$ cat src/rtl/mem2_stage_if.sv
// Bus bundle around the MEM2 stage: MEM1 input bus, writeback bus and MEM2->ID forwarding bus.
interface mem2_stage_if #(
    parameter int MEM12MEM2_WD = 210,
    parameter int MEM22WB_WD   = 134,
    parameter int MEM22ID_WD   = 70
);
    logic [MEM12MEM2_WD-1:0] mem12mem2_bus;
    logic [MEM22WB_WD-1:0]   mem22wb_bus;
    logic [MEM22ID_WD-1:0]   mem22id_fwd;

    modport master (
        output mem12mem2_bus,
        input  mem22wb_bus,
        input  mem22id_fwd
    );

    modport slave (
        input  mem12mem2_bus,
        output mem22wb_bus,
        output mem22id_fwd
    );
endinterface

$ cat src/rtl/mem2_stage.sv
// MEM2 pipeline stage: registers the MEM1 bus, aligns/extends load data, selects write data
// and keeps the 64-bit retired-instruction counter.
module mem2_stage #(
    parameter int MEM12MEM2_WD = 210,
    parameter int MEM22WB_WD   = 134,
    parameter int MEM22ID_WD   = 70,
    parameter int STALL_WD     = 7
) (
    input  logic                clk,
    input  logic                rst_n,
    input  logic                flush,
    input  logic [STALL_WD-1:0] stall,
    mem2_stage_if.slave         bus_if,
    output logic [63:0]         instret
);

    logic [MEM12MEM2_WD-1:0] bus_q, bus_d;
    logic [63:0]             instret_q, instret_d;

    logic [63:0] sram_rdata;
    logic [6:0]  lsu_op;
    logic [3:0]  data_ram_sel;
    logic        sel_rf_res;
    logic        rf_we;
    logic [4:0]  rf_waddr;
    logic [63:0] ex_result;
    logic [31:0] pc;
    logic [31:0] inst;

    assign {sram_rdata, lsu_op, data_ram_sel, sel_rf_res, rf_we, rf_waddr,
            ex_result, pc, inst} = bus_q;

    logic       valid;
    logic [2:0] off;
    logic [7:0]  byte_v;
    logic [15:0] half_v;
    logic [31:0] word_v;
    logic [63:0] load_data;
    logic [63:0] rf_wdata;
    logic        we_gated;

    assign valid = (inst != '0);
    assign off   = ex_result[2:0];

    // Address bits below the access size are dropped, so every access is naturally aligned.
    assign byte_v = sram_rdata[{off, 3'b000} +: 8];
    assign half_v = sram_rdata[{off[2:1], 4'b0000} +: 16];
    assign word_v = sram_rdata[{off[2], 5'b00000} +: 32];

    always_comb begin
        load_data = '0;
        if (lsu_op[0])      load_data = {{56{byte_v[7]}}, byte_v};
        else if (lsu_op[1]) load_data = {{48{half_v[15]}}, half_v};
        else if (lsu_op[2]) load_data = {{32{word_v[31]}}, word_v};
        else if (lsu_op[3]) load_data = sram_rdata;
        else if (lsu_op[4]) load_data = {56'd0, byte_v};
        else if (lsu_op[5]) load_data = {48'd0, half_v};
        else if (lsu_op[6]) load_data = {32'd0, word_v};
    end

    assign rf_wdata = sel_rf_res ? load_data : ex_result;
    assign we_gated = rf_we & (rf_waddr != '0);

    assign bus_if.mem22wb_bus = {we_gated, rf_waddr, rf_wdata, pc, inst};
    assign bus_if.mem22id_fwd = {we_gated, rf_waddr, rf_wdata};
    assign instret            = instret_q;

    // A stalled instruction is counted on the edge it leaves the register, not while held.
    always_comb begin
        bus_d = bus_q;
        if (flush)                      bus_d = '0;
        else if (stall[5] && !stall[6]) bus_d = '0;
        else if (!stall[5])             bus_d = bus_if.mem12mem2_bus;

        instret_d = instret_q;
        if (valid && !stall[6] && !flush) instret_d = instret_q + 64'd1;
    end

    always_ff @(posedge clk or negedge rst_n) begin
        if (!rst_n) begin
            bus_q     <= '0;
            instret_q <= '0;
        end else begin
            bus_q     <= bus_d;
            instret_q <= instret_d;
        end
    end

    logic unused_bits;
    assign unused_bits = ^{data_ram_sel, stall};

endmodule

$ cat src/flat_wrapper.sv
// flat-port wrapper written by rule: the top's interface ports become plain ports
module mem2_stage_flat 
#(
    parameter int MEM12MEM2_WD = 210,
    parameter int MEM22WB_WD   = 134,
    parameter int MEM22ID_WD   = 70,
    parameter int STALL_WD     = 7
)
  (clk, rst_n, flush, stall, instret, bus_if_mem12mem2_bus, bus_if_mem22wb_bus, bus_if_mem22id_fwd);
  mem2_stage_if #(.MEM12MEM2_WD(MEM12MEM2_WD), .MEM22WB_WD(MEM22WB_WD), .MEM22ID_WD(MEM22ID_WD)) bus_if_i ();
  input  logic clk;
  input  logic rst_n;
  input  logic flush;
  input  logic [STALL_WD-1:0] stall;
  output logic [63:0] instret;
  input wire logic [$bits(bus_if_i.mem12mem2_bus)-1:0] bus_if_mem12mem2_bus;
  output wire logic [$bits(bus_if_i.mem22wb_bus)-1:0] bus_if_mem22wb_bus;
  output wire logic [$bits(bus_if_i.mem22id_fwd)-1:0] bus_if_mem22id_fwd;
  assign bus_if_i.mem12mem2_bus = bus_if_mem12mem2_bus;
  assign bus_if_mem22wb_bus = bus_if_i.mem22wb_bus;
  assign bus_if_mem22id_fwd = bus_if_i.mem22id_fwd;
  mem2_stage #(.MEM12MEM2_WD(MEM12MEM2_WD), .MEM22WB_WD(MEM22WB_WD), .MEM22ID_WD(MEM22ID_WD), .STALL_WD(STALL_WD)) u_core (.clk(clk), .rst_n(rst_n), .flush(flush), .stall(stall), .bus_if(bus_if_i), .instret(instret));
endmodule
$ cat config.mk
export PLATFORM = sky130hd
export DESIGN_NAME = mem2_stage_flat
export DESIGN_NICKNAME = d
export VERILOG_FILES = /design/src/rtl/mem2_stage_if.sv /design/src/rtl/mem2_stage.sv /design/src/flat_wrapper.sv
export SDC_FILE = /design/constraint.sdc
export NUM_CORES = 1
export LEC_CHECK = 0
export ABC_CLOCK_PERIOD_IN_PS = 3500
export CORE_AREA = 3 3 187 189
export DETAILED_ROUTE_END_ITERATION = 7
export DIE_AREA = 0 0 190 192
export PLACE_DENSITY_LB_ADDON = 0.2
export SYNTH_ARGS = -nofsm -noshare
export SYNTH_HDL_FRONTEND = slang
export SYNTH_SLANG_ARGS = --single-unit
$ cat constraint.sdc
create_clock -name clk -period 3.5 [get_ports clk]
set_input_delay 0.525 -clock clk [delete_from_list [all_inputs] [get_ports clk]]
set_output_delay 0.525 -clock clk [all_outputs]
set_load 0.05 [all_outputs]
==> results of run 1 <==
cell usage after synthesis (3+ instances only):
cell type | number | area, um2
dfrtp_1 | 270 | 6756
a22o_1 | 206 | 1804
buf_4 | 142 | 1066
nand2_1 | 72 | 270.3
nor2_1 | 72 | 270.3
clkbuf_1 | 67 | 251.5
inv_1 | 48 | 180.2
nor3_1 | 47 | 235.2
a21oi_1 | 46 | 230.2
xor2_1 | 35 | 306.5
mux4_2 | 30 | 675.7
xnor2_1 | 28 | 245.2
o21ai_0 | 27 | 135.1
nand3_1 | 25 | 125.1
a221oi_1 | 24 | 210.2
o21ai_1 | 21 | 105.1
nor4_1 | 20 | 125.1
nand4_1 | 19 | 118.9
buf_2 | 15 | 75.07
mux2_2 | 13 | 146.4
a21o_1 | 6 | 45.04
and4_1 | 6 | 52.55
and3_1 | 5 | 31.28
buf_6 | 5 | 56.30
mux2i_1 | 5 | 50.05
nor4_2 | 5 | 62.56
o22a_1 | 5 | 43.79
and2_1 | 3 | 18.77
buf_1 | 3 | 11.26
o211ai_1 | 3 | 22.52
or3_1 | 3 | 18.77
sequential cells by signal (all words and copies together) (netlist names):
name	cells
u_core.bus_q	206
u_core.instret	64
kinds of logic after synthesis:
kind of cell    after synthesis  share of synthesized area, %
buf+inv                     280                         11.61
flops                       270                         47.83
xor+xnor                     63                         3.906
simple gates                298                         10.89
fa+ha+maj                     1                       0.08856
compound gates              349                         19.12
mux                          50                         6.546
area by class of cell:
type	instances	area (um2)
timing repair buffer	514	5215
inverter	48	183.9
clock buffer	40	869.6
tap	448	560.5
clock inverter	17	251.5
antenna	3	7.507
multi-input combinational	762	5951
sequential	270	6760
fill	2781	13650
timing repair:
action | CTS | global route
hold buffers | 1 | 0
hold endpoints to repair | 59 | 0
buffers inserted | 0 | 1
cloned | 0 | 1
pin swaps | 0 | 0
resized for setup | 8 | 23
setup endpoints to repair | 18 | 63
stage by stage:
stage / setup TNS (ns) / instance area [um2] / worst slack [ns] / util [%]
2_1_floorplan: 0 / 14220 / 0.006195 / -
3_3_place_gp: 0 / 18540 / 0.5662 / 55.42
3_5_place_dp: 0 / 18540 / 0.5417 / 55.42
4_1_cts: -0.2021 / 19700 / -0.04066 / 58.88
5_1_grt: 0 / 19800 / 0.004133 / 59.19
6_report: 0 / 19800 / 0.07035 / 59.19
power by group through the flow:
stage          combinational (mW)  clock (mW)  sequential [mW]
6_report                     2.15        3.55             3.50
5_1_grt                      2.26        3.75             3.52
4_1_cts                      2.15        3.61             3.49
3_5_place_dp                 2.14           0             3.54
3_3_place_gp                 2.13           0             3.54
2_1_floorplan                1.18           0             3.63
routing by layer:
layer  up-vias  track usage [%]  part of all wire (%)  wire [um]
li1       5306                -                     -          -
met1      5910            33.05                    39      19260
met2       512            46.10                    51      25250
met3        93            5.439                   7.4       3646
met4         2            7.051                   2.7       1324
met5         -                0                 0.040         20
worst max-delay path by stage:
stage / start / endpoint / slack [ns] / cells past startpoint
after floorplan: u_core.bus_q[143] / bus_if_mem22wb_bus[66] / 0.006 / 5
after global placement: u_core.bus_q[66] / bus_if_mem22wb_bus[123] / 0.57 / 7
after detailed placement: u_core.bus_q[65] / bus_if_mem22wb_bus[123] / 0.54 / 6
after CTS: u_core.bus_q[141] / bus_if_mem22wb_bus[75] / -0.04 / 7
after global routing: u_core.bus_q[193] / bus_if_mem22id_fwd[56] / 0.004 / 6
final: u_core.bus_q[193] / bus_if_mem22wb_bus[121] / 0.07 / 6
critical path: stages, from the launching register on:
cell,delay [ns]
dfrtp_1,0.47
mux4_1,0.54
mux2_2,0.36
and3_4,0.30
nor2_2,0.20
o21ai_0,0.20
buf_4,0.25
==> flow_summary_export.csv, run 1 <==
group,metric,value,unit
clocking,cts-htree-levels,1,
worst_setup_path,worst_ep_required_time,2.97,ns
drt,ant_nets,0,
die,row_count,67,
worst_setup_path,reg2regPathDepth,5,
drt,avgViaCountPerCell,5.625,
power_and_ir_drop,p_sw,2.887,mW
drt,drc,0,
worst_setup_path,crit_type,"reg -> out",
hold_path,hold_depth,1,
grt,gr-total-overflow,0,
timing,final_hold_viol_count,0,
clocking,cts_tree,"done",
die,ioPinCount,488,
timing,fmax,291.6,MHz
place,place_hpwl,35510,um
timing,worst_pin_slew,0.8487,ns
die,die_h,192,um
synthesis,ys_ff_latch,270,
die,start_util,42.23,%
place,dp.cells,2039,
worst_setup_path,setup.worst_path.start_class,"register",
hold_path,min-delay-start,"u_core.instret[63]",
grt,grt_pass1_wl,74000,um
clocking,clk_path_buf_depth,3,
grt,antenna_found_initial,4,
power_and_ir_drop,total_power,9.196,mW
die,die_w,190,um
hold_path,min_path_type,"reg -> reg",
power_and_ir_drop,intPower,6.309,mW
hold_path,min_to,"u_core.instret[63]",
cells_and_area,final_cell_mix,"clkdlybuf4s50_1 (349), dfrtp_1 (267), a22o_1 (206)",
place,port-buffer-count,478,
synthesis,synth_edf_count,0,
power_and_ir_drop,p_comb_share,23.4,%
power_and_ir_drop,ir_drop,0.0003690,V
clocking,cts.reportedPaths.clkPinSlew,0.06,ns
worst_setup_path,end_kind,"output pin",
timing,finalCritPeriodShare,97.99,%
drt,drt-initial-drc-count,850,
synthesis,netlist-cell-type-count,57,
power_and_ir_drop,leakagePower,8.736,nW
grt,grt_start_max_net_pins,165,
run_status,status,"complete, no violations",
power_and_ir_drop,p_seq_share,38.1,%
timing,clock_skew,0.02006,ns
grt,grt_usage,26.27,%
synthesis,syn_area_per_cell,10.78,um2
die,coreArea,0.03345,mm2
power_and_ir_drop,swShare,31.39,%
worst_setup_path,r2r_end,"u_core.instret[42]",
worst_setup_path,crit_arrival,2.90,ns
timing,whs,0.4788,ns
synthesis,netlist_area,0.01413,mm2
timing,maxSlewViolCount,0,
worst_setup_path,rr_startpoint,"u_core.bus_q[0]",
synthesis,synth_seq_area_share,47.83,%
worst_setup_path,r2r_slack,1.06,ns
synthesis,syn_inst,1311,
place,place_congestion,0.8886,
drt,drt_wl_total,49500,um
timing,rsz0062_at_grt,"no",
grt,grt_pass1_vias,11861,
drt,first_pass_iters,5,
cells_and_area,area_delta_synth_final,40.16,%
clocking,clock_latency,0.57,ns
timing,maxSlewHeadroom,43.42,%
cells_and_area,instances_no_fill,2102,
worst_setup_path,path_max_fanout,16,
cells_and_area,final_common_cell,"clkdlybuf4s50_1",
synthesis,synthesis.nets,1532,
drt,wl_per_cell,23.55,um
power_and_ir_drop,powerDensity,464.5,mW/mm2
timing,layout_min_cycle_time,3.430,ns
clocking,cts_buffers,31,
synthesis,synth_warnings,0,
clocking,cts_root_buf,"clkbuf_16",
job,drv_cap,0,
cells_and_area,drive_gt1_share,19.99,%
cells_and_area,nets,1848,
drt,vias,11823,
power_and_ir_drop,clkPwrFrac,38.6,%
synthesis,ys.flop_type,"dfrtp_1",
die,dieArea,0.03648,mm2
synthesis,synthArstFlopShare,100.0,%
timing,finalSetupViolations,0,
clocking,clock_sinks,270,
No activity file was read; power rests on OpenSTA's default activity.
==> run 2: changes to the inputs <==
--- a/config.mk
+++ b/config.mk
@@ -10,5 +10,5 @@
 export DETAILED_ROUTE_END_ITERATION = 7
 export DIE_AREA = 0 0 190 192
-export PLACE_DENSITY_LB_ADDON = 0.2
+export PLACE_DENSITY_LB_ADDON = 0.08
 export SYNTH_ARGS = -nofsm -noshare
 export SYNTH_HDL_FRONTEND = slang
==> constraint.sdc (replaced) <==
create_clock -name clk -period 3.5 [get_ports clk]
set_input_delay 0.35 -clock clk [delete_from_list [all_inputs] [get_ports clk]]
set_output_delay 0.35 -clock clk [all_outputs]
set_load 0.05 [all_outputs]
==> flow_summary_export.csv, run 2 (synthesized netlist as in run 1, its figures left out) <==
group,metric,value,unit
grt,grt_pass1_wl,73130,um
cells_and_area,fin_util,57.46,%
worst_setup_path,r2r_slack,1.06,ns
drt,first_pass_iters,5,
place,dp.cells,2037,
timing,layout_min_cycle_time,3.391,ns
run_status,status,"complete, no violations",
die,die_h,192,um
worst_setup_path,worst_ep_required_time,3.15,ns
drt,route.met3.wl,4115,um
drt,drt-initial-drc-count,910,
die,die_w,190,um
cells_and_area,nFillCells,2872,
timing,maxSlewViolCount,0,
timing,finalCritPeriodShare,96.89,%
drt,ant_nets,0,
timing,setup_slack,0.1087,ns
drt,drt_wl_total,48620,um
worst_setup_path,crit_type,"reg -> out",
cells_and_area,top_register,"u_core.bus_q",
timing,finalSetupViolations,0,
cells_and_area,instances_no_fill,2095,
die,start_util,42.23,%
timing,maxSlewHeadroom,40.70,%
clocking,cts_tree,"done",
worst_setup_path,reg2regPathDepth,5,
timing,rsz0062_at_grt,"no",
worst_setup_path,crit_arrival,3.04,ns
worst_setup_path,r2r_end,"u_core.instret[52]",
grt,antenna_found_initial,11,
place,placed_cell_area,0.01813,mm2
place,place_congestion,0.8963,
clocking,cts-htree-levels,1,
drt,wl_per_cell,23.21,um
grt,grt_pass1_vias,11772,
worst_setup_path,path_max_fanout,6,
power_and_ir_drop,ir_drop,0.0004861,V
clocking,clock_sinks,270,
die,dieArea,0.03648,mm2
cells_and_area,area_delta_synth_final,36.07,%
clocking,clock_latency,0.55,ns
clocking,cts.reportedPaths.clkPinSlew,0.06,ns
cells_and_area,nets,1843,
worst_setup_path,cp-startpoint,"u_core.bus_q[143]",
timing,tns,0,ns
clocking,cts_buffers,30,
die,row_count,67,
worst_setup_path,end_kind,"output pin",
timing,final_hold_viol_count,0,
worst_setup_path,crit_path_end,"bus_if_mem22wb_bus[67]",
hold_path,min_path_type,"in -> reg",
cells_and_area,largest_reg_flops,206,
hold_path,hold_depth,2,
drt,avgViaCountPerCell,5.572,
timing,whs,0.3871,ns
cells_and_area,final_cell_mix,"clkdlybuf4s50_1 (351), dfrtp_1 (268), a22o_1 (206)",
cells_and_area,fin_area,0.01922,mm2
power_and_ir_drop,powerDensity,465.8,mW/mm2
grt,gr-total-overflow,0,
cells_and_area,drive_gt1_share,17.08,%
drt,wl_met2,23850,um
grt,grt_start_max_net_pins,91,
clocking,cts_root_buf,"clkbuf_16",
power_and_ir_drop,total_power,8.953,mW
timing,worst_pin_slew,0.8869,ns
place,place_hpwl,35540,um
drt,vias,11674,
worst_setup_path,setup.worst_path.start_class,"register",
drt,met1_length,19090,um
timing,clock_skew,0.007892,ns
drt,top_layer,"met5",
drt,drc,0,
grt,grt_usage,25.76,%
power_and_ir_drop,leakagePower,8.528,nW
place,port-buffer-count,478,
clocking,clk_path_buf_depth,3,
cells_and_area,final_common_cell,"clkdlybuf4s50_1",
die,coreArea,0.03345,mm2
worst_setup_path,rr_startpoint,"u_core.bus_q[16]",
job,drv_cap,0,
timing,fmax,294.9,MHz
die,ioPinCount,488,
place,dp_slack,0.5778,ns
[run 2: metal layers]
metal | up-vias | track usage, %
li1 | 5294 | -
met3 | 96 | 7.027
met1 | 5774 | 32.92
met4 | 18 | 6.938
met2 | 492 | 43.32
met5 | - | 0
[run 2: final cells by class]
type	instances	area [um2]	area share, %
antenna	2	5.005	0.02604
clock buffer	38	822.0	4.277
clock inverter	17	237.7	1.237
inverter	48	180.2	0.9374
multi-input combinational	761	5784	30.09
sequential	270	6759	35.16
tap	448	560.5	2.916
timing repair buffer	511	4872	25.35
[run 2: critical path, stage by stage (launching register included)]
cell and delay, ns:
dfrtp_1 0.41, or3b_2 0.49, a21o_1 0.26, a21o_1 0.18, a21oi_1 0.16, o22a_1 0.18
clkdlybuf4s50_1 0.80
[run 2: how the worst min path moves through the flow]
stage	startpoint	endpoint
after global placement	rst_n	u_core.bus_q[150]
after CTS	bus_if_mem12mem2_bus[31]	u_core.bus_q[31]
after global routing	bus_if_mem12mem2_bus[206]	u_core.bus_q[206]
after detailed placement	rst_n	u_core.bus_q[150]
after floorplan	rst_n	u_core.bus_q[0]
final	bus_if_mem12mem2_bus[29]	u_core.bus_q[29]
[run 2: report_power, final]
group | switching [mW] | internal (mW)
logic | 1.28 | 0.760
registers | 0.218 | 3.28
clock network | 1.32 | 2.09
[run 2: timing repair]
item                                    4_1_cts  5_1_grt
endpoints found under the setup margin        2        4
pin swaps                                     0        0
gates resized for setup                       1        4
endpoints found under the hold margin        87        0
setup buffers                                 0        0
hold buffers                                  1        0
